**src/rtl/zext_flag_pkg.sv**
```systemverilog
// Shared constants and the zero-extended flag legality check used by flag-stream consumers.
// Widths up to MAX_IN_W bits are handled by zero-extending the word before the check.
package zext_flag_pkg;
   localparam int IN_W_DEF    = 3;
   localparam int PACK_W_DEF  = 8;
   localparam int LEN_W       = $clog2(PACK_W_DEF + 1);
   localparam int ERR_CNT_MAX = 255;
   localparam int MAX_IN_W    = 64;

   // Legal: every bit above bit 0 is zero, or (optionally) the whole word is ones.
   function automatic logic is_legal_zext(input logic [MAX_IN_W-1:0] word,
                                          input int unsigned          width,
                                          input logic                 accept_sext);
      logic [MAX_IN_W-1:0] mask;
      logic [MAX_IN_W-1:0] masked;
      mask   = (width >= MAX_IN_W) ? '1 : ((MAX_IN_W'(1) << width) - MAX_IN_W'(1));
      masked = word & mask;
      return ((masked >> 1) == '0) || (accept_sext && (masked == mask));
   endfunction
endpackage

```
**src/rtl/zext_flag_narrow.sv**
```systemverilog
// Narrows one zero-extended flag word to its boolean value and flags illegal encodings.
// Purely combinational; no handshake of its own.
module zext_flag_narrow
   import zext_flag_pkg::*;
#(
   parameter int IN_W        = IN_W_DEF,
   parameter bit ACCEPT_SEXT = 1'b0
) (
   input  logic [IN_W-1:0] word,
   output logic            flag,
   output logic            illegal
);
   logic [MAX_IN_W-1:0] word_ext;

   assign word_ext = MAX_IN_W'(word);
   assign flag     = word[0];
   assign illegal  = ~is_legal_zext(word_ext, unsigned'(IN_W), ACCEPT_SEXT);
endmodule

```
**src/rtl/zext_bool_flag_packer.sv**
```systemverilog
// Packs narrowed flags into PACK_W-bit words, first flag in bit 0; 1-cycle latency to dataOut_vld.
// Input stalls only while a finished word sits unaccepted in the output register.
module zext_bool_flag_packer
   import zext_flag_pkg::*;
#(
   parameter int IN_W        = IN_W_DEF,
   parameter int PACK_W      = PACK_W_DEF,
   parameter bit ACCEPT_SEXT = 1'b0
) (
   input  logic                         clk,
   input  logic                         rst_n,
   input  logic [IN_W-1:0]              dataIn_data,
   input  logic                         dataIn_last,
   input  logic                         dataIn_vld,
   output logic                         dataIn_rd,
   output logic [PACK_W-1:0]            dataOut_data,
   output logic [$clog2(PACK_W+1)-1:0]  dataOut_len,
   output logic                         dataOut_vld,
   input  logic                         dataOut_rd,
   output logic                         err,
   output logic [7:0]                   err_cnt
);
   localparam int LW = $clog2(PACK_W + 1);

   logic              flag;
   logic              illegal;
   logic              xfer;
   logic              complete;
   logic [PACK_W-1:0] acc;
   logic [PACK_W-1:0] acc_next;
   logic [LW-1:0]     fill_cnt;

   zext_flag_narrow #(
      .IN_W        (IN_W),
      .ACCEPT_SEXT (ACCEPT_SEXT)
   ) u_narrow (
      .word    (dataIn_data),
      .flag    (flag),
      .illegal (illegal)
   );

   assign dataIn_rd = rst_n & (~dataOut_vld | dataOut_rd);
   assign xfer      = dataIn_vld & dataIn_rd;
   assign complete  = xfer & (dataIn_last | (fill_cnt == LW'(PACK_W - 1)));
   // Bits above fill_cnt are always zero, so OR-ing in the new flag is enough.
   assign acc_next  = acc | (PACK_W'(flag) << fill_cnt);

   always_ff @(posedge clk) begin
      if (!rst_n) begin
         acc          <= '0;
         fill_cnt     <= '0;
         dataOut_data <= '0;
         dataOut_len  <= '0;
         dataOut_vld  <= 1'b0;
         err          <= 1'b0;
         err_cnt      <= '0;
      end else begin
         if (complete) begin
            dataOut_data <= acc_next;
            dataOut_len  <= fill_cnt + LW'(1);
            dataOut_vld  <= 1'b1;
         end else if (dataOut_rd) begin
            dataOut_vld  <= 1'b0;
         end

         if (xfer) begin
            if (complete) begin
               acc      <= '0;
               fill_cnt <= '0;
            end else begin
               acc      <= acc_next;
               fill_cnt <= fill_cnt + LW'(1);
            end
         end

         if (xfer && illegal) begin
            err <= 1'b1;
            if (err_cnt != 8'(ERR_CNT_MAX))
               err_cnt <= err_cnt + 8'd1;
         end
      end
   end
endmodule

```
**config.mk**
```make
export PLATFORM = sky130hd
export DESIGN_NAME = zext_bool_flag_packer
export DESIGN_NICKNAME = d
export VERILOG_FILES = /design/src/rtl/zext_flag_pkg.sv /design/src/rtl/zext_flag_narrow.sv /design/src/rtl/zext_bool_flag_packer.sv
export SDC_FILE = /design/constraint.sdc
export NUM_CORES = 1
export LEC_CHECK = 0
export ABC_AREA = 1
export CORE_ASPECT_RATIO = 0.7
export CORE_MARGIN = 5
export CORE_UTILIZATION = 48
export DETAILED_ROUTE_END_ITERATION = 10
export PLACE_DENSITY = 0.8
export SLEW_MARGIN = 40
export SYNTH_ARGS = -nofsm -noshare
export SYNTH_HDL_FRONTEND = slang
export SYNTH_SLANG_ARGS = --single-unit
```
**constraint.sdc**
```tcl
create_clock -name clk -period 1.4 [get_ports clk]
set_input_delay 0.14 -clock clk [delete_from_list [all_inputs] [get_ports clk]]
set_output_delay 0.14 -clock clk [all_outputs]
set_load 0.005 [all_outputs]
```
# == Yosys cells after proc, flatten, opt, wreduce, memory -nomap -nowiden ==
# Cells that the tools add are included.
# word_totals
register_bits,34
elab_cells,28
inputBits,8
# op_classes
n_addsub,2
reduce_logical,4
n_shift,1
n_bitwise,8
eq_ne,2
mux,4
# ops
cell,n
$logic_not 64->1,1
$add 8x1->8 const B,1
$mux 8,1
$ne 8x8->1 const B,1
$or 8x8->8,1
$shl 1x4->8,1
$add 4x1->4 const B,1
$eq 4x3->1 const B,1
$mux 4,1
$and 1x1->1,3
$mux 1,2
$not 1->1,2
$or 1x1->1,2
$reduce_and 2->1,1
$reduce_bool 2->1,1
$logic_and 1x1->1,1

# == Depth between registers and ports, before layout ==
# depth
word_depth,6
depth_mapped,8
mapped_depth_nobuf,8

# == By module ==
# Synthesis repeated with hierarchy kept, for this count alone.
# hier_totals
hier_cells,213
area_unflattened_um2,1574.0
# by_module_without_submodules
mod,cells_per_inst,area_each_um2,instances
zext_bool_flag_packer,209,1555.2,1
zext_flag_narrow,4,18.8,1

# == Least setup slack after synthesis ==
# Ideal clock, no wire load.
# synth_path
path_kind,register -> register
startpoint,register err_cnt[0]
endpoint,register err_cnt[5]
required_time_ns,1.330
synth_period_minus_slack_ns,1.229
t_arrival_ns,1.159
slack_ns,0.171
n_path_buf,0
stages_incl_launch_ff,8
cell_sequence,dfxtp_1 > ha_1 > nand2_1 > inv_1 > nand3_2 > nand2_2 > nand2_1 > a21oi_1
# synth_via
elab_chain_cells,2
# synth_rtl
element,line,text
start: declaration,zext_bool_flag_packer.sv:21,output logic [7:0] err_cnt
start signal: assignment,zext_bool_flag_packer.sv:79,err_cnt <= err_cnt + 8'd1;
branches (longest 2 deep; another with $add 8x1->8),n/a,
# Several ways; the timed one is not identified.
# A chain may end at the register's enable or synchronous reset.

# == Worst setup path after layout ==
# layout_path
startpoint,register err_cnt[0]
endpoint,output err_cnt[0]
# No word-level cell between the ends.

==> results.md <==
- The all-layer global routing usage is 0.174.
- Measured along the y axis, the die boundary spans between 50 and 60 um.
- The max-slew violation count is 0.
- The final global-route overflow total is 0.
- In this run the clock root is driven by a clkbuf_8.
- The mean cell area of the mapped netlist is 7.18 sq um.
- The setup slack of the most critical reg-to-reg path is between 0.1 and 0.15 ns.
- The post-synthesis sequential element count is 34.
- The internal portion of the total power is 1440 uW.
- The die is a little under 80 um wide.
- The first global-routing pass estimated 6.27 mm of wire.
- The area of the placeable core is 0.00317 sq mm.
- The count of unresolved DRC violations after routing is 0.
- The final standard cell utilization of the core is 0.700.
- The reported net switching power is around 450 uW.
- The total inserted antenna cells is 0.
- The worst path setup slack after routing is 0.0427 ns.
- The number of H-tree levels is 2.
- The capture endpoint of the worst hold path is dataOut_data[5].
- The area growth from synthesis to final layout is 38.5%.
- The floorplan has 17 rows.
- The total half-perimeter wirelength after legalization and detailed placement is around 2.8 mm.
- The maximum operating frequency is ~740 MHz.
- The depth of the worst register-to-register path is 7.
- The layout cell share with drive strength beyond 1 is 0.194.
- For this run, global-route usage on met2 was measured as 0.257.
- The number of iterations in the first detailed-routing pass is 4.
- For this design the static power due to leakage is slightly below 0.001 uW.
- The synthesized design spends more area on one cell type than any other, namely dfxtp_1.
- Clock-pin slew was measured on the worst setup and hold paths at 0.06 ns.
- IR analysis of the VDD net gives a maximum drop of 981 uV.
- Setup repair after global routing left no endpoint under its margin.
- The Yosys step of the flow raised 0 warnings.
- The data arrival time of the worst path is between 1 and 1.5 ns.
- The fraction of power consumed by combinational cells is 0.117.
- The full die area is 0.00461 sq mm.
- The power density over the cells is 854 mW/mm^2.
- The sequential share of power is 0.530.
- Dividing the final minimum period by the clock period gives 0.969.
- The number of nets handed over by synthesis was 233.
- Hold is met by approximately 0.46 ns.
- The count of pins on the block boundary is 31.
- The slowest cell on the critical path is clkdlybuf4s50_1.
- Of the synthesized area, sequential elements account for 0.425.
- The run finished with clean final reports.
- The global-route track usage on met1 is 0.238.
- In the synthesized netlist, the number of instances is 223.
- The maximum fanout encountered on the critical timing path is 4.
- In the final design database the tool counted around 290 nets.
- The power share of the clock group is 0.354.
- TritonCTS built the clock tree.
- In the post-synthesis netlist, the biggest area contributors are dfxtp_1 (43%), nand2_1 (13%), nor2_1 (8.0%).
- The worst register-to-register path begins at err_cnt[0].
- The final layout contains routed wiring with a total length of 3.87 mm.
- The maximum single-stage delay on the critical path is a little under 0.5 ns.
- The number of port buffers is 30.
- The sort of element at the start of the critical path is a register.
- The effective utilization at floorplan is 0.505.
- At the later pin of the worst-skew pair, clock insertion delay measures about 0.28 ns.
- Prior to clock tree synthesis, the placed netlist has a worst setup slack of -0.169 ns.
- The number of CTS-inserted buffers is 5.
- The via count of the first global-routing pass is 1402.
- The routed wirelength normalized by instance count is 12.0 um.
- For this run, global-route usage on met3 was measured as 0.0505.
- The total number of vias is 1580.
- At the pin with the least slew margin, the transition time is roughly 0.31 ns.
- The last weighted congestion value of the routability-driven placer is 0.845.
- The clock period minus final worst setup slack is 1.36 ns.
- The tightest min-delay check is of the register to register type.
- The number of vias per cell is 4.92.
- The mapped netlist covers ~0.0016 sq mm.
- The cell count of the worst hold path is 2.
- The count of final hold-check violations was 0.
- The endpoint type of the worst setup path is an output port.
- The launch instance of the worst min-delay path is dataOut_data[5].
- Of the total power, the share spent switching nets is 0.237.
- The initial detailed-routing violation count is 104.
- Traced cell by cell, the critical path runs through buf_4 > clkdlybuf4s50_1.
- The largest net degree at the start of global routing is 16.
- In this run the remaining antenna-violating nets after routing total 0.
- The worst slew slack as a fraction of its limit is 0.793.
- Of the post-synthesis cell area, the dominant cell type holds 0.425.
- The busiest metal layer after global routing is met2.
- The initial antenna violation count is 0.
- For the worst setup path, the data required time is 1.26 ns.
- The total negative setup slack is 0 ns.
- The class of the most critical setup path is register to output port.
- For this design, the sink count on the clock tree is 34.
- Setup violations remaining at the end of the flow were counted as 0.
- The maximum number of buffers from clock root to sink is 2.
- The post-synthesis cell type count is 26.
- The endpoint of the worst register-to-register path is err_cnt[1].
- The number of hold buffers added after CTS was 0.
- For the final database, setup skew stands at between 0.005 and 0.006 ns.
- The number of violations of the max-capacitance limit is 0.
## cell usage after synthesis (all sizes together)
cell and number:
dfxtp 34, o21bai 2, xor2 2, nand3b 2, nor3 5, o21ai 16, nor2 37, nand4 1
nand3 15, nand2 62, buf 2, ha 2, clkbuf 2, a21oi 19, inv 22
## worst max-delay path: cells and delay by family (launching register included)
kind / cells / cell delay (ns)
buffers and inverters: 2 / 0.61
DFF: 1 / 0.33
## timing repair
| item | 4_1_cts | 5_1_grt |
|---|---|---|
| buffers inserted | 0 | 2 |
| endpoints found under the setup margin | 10 | 24 |
| pin swaps | 0 | 0 |
| gates resized for setup | 5 | 8 |
## area by class of cell
type | instances | area (sq um)
tap | 38 | 47.5
multi-input combinational | 163 | 815
inverter | 22 | 85.1
fill | 266 | 952
clock buffer | 7 | 76.3
sequential | 34 | 688
timing repair buffer | 57 | 505
## per-stage QoR
stage,power [uW],std cells,instance area [sq um]
after global placement,1240,312,2110
final,1890,321,2220
after global routing,1980,321,2220
after CTS,1900,319,2180
after floorplan,1120,223,1600
after detailed placement,1240,312,2110
## kinds of logic (layout without fill, tap and decap cells)
| logic type | after synthesis | after routing | synth area share |
|---|---|---|---|
| AO/OA/AOI/OAI | 37 | 37 | 0.126 |
| flip-flops | 34 | 34 | 0.425 |
| AND/OR/NAND/NOR | 122 | 122 | 0.350 |
| adder cells (fa/ha/maj) | 2 | 2 | 0.0156 |
| buffers and inverters | 26 | 86 | 0.0719 |
| XOR/XNOR | 2 | 2 | 0.0109 |
## sequential cells by signal, indices dropped and copies added (netlist names)
signal        count
dataOut_vld       1
fill_cnt          4
dataOut_len       4
acc               8
err_cnt           8
dataOut_data      8
err               1
## power groups by stage
stage / sequential (uW) / combinational (uW) / clock [uW]
2_1_floorplan: 1030 / 91.3 / 0
3_3_place_gp: 1020 / 214 / 0
3_5_place_dp: 1020 / 217 / 0
4_1_cts: 1000 / 217 / 681
5_1_grt: 1000 / 244 / 730
6_report: 1000 / 221 / 669
## per-layer routing
| metal | vias up | routed length, um |
|---|---|---|
| met1 | 682 | 1870 |
| li1 | 834 | - |
| met3 | 5 | 341 |
| met2 | 59 | 1600 |
| met4 | 0 | 49 |
| met5 | - | 0 |
## layout by cell type, fill, tap and decap left out, drive strengths merged
cell type	netlist	layout
nor2	37	37
dlymetal6s2s	0	2
buf	2	27
a21oi	19	19
dfxtp	34	34
nand3b	2	2
nand4	1	1
nand2	62	62
clkbuf	2	7
dlygate4sd2	0	2
nand3	15	15
xor2	2	2
nor3	5	5
o21bai	2	2
ha	2	2
o21ai	16	16
clkdlybuf4s50	0	26
inv	22	22
## worst max-delay path by stage
| stage | depth (start not counted) | from | endpoint |
|---|---|---|---|
| finish | 2 | err_cnt[0] | err_cnt[0] |
| global route | 2 | err_cnt[0] | err_cnt[0] |
| CTS | 1 | err_cnt[3] | err_cnt[3] |
| detailed placement | 8 | dataOut_rd | acc[2] |
| global placement | 4 | rst_n | dataIn_rd |
| floorplan | 7 | err_cnt[0] | err_cnt[5] |
(Power assumes the default switching activity.)
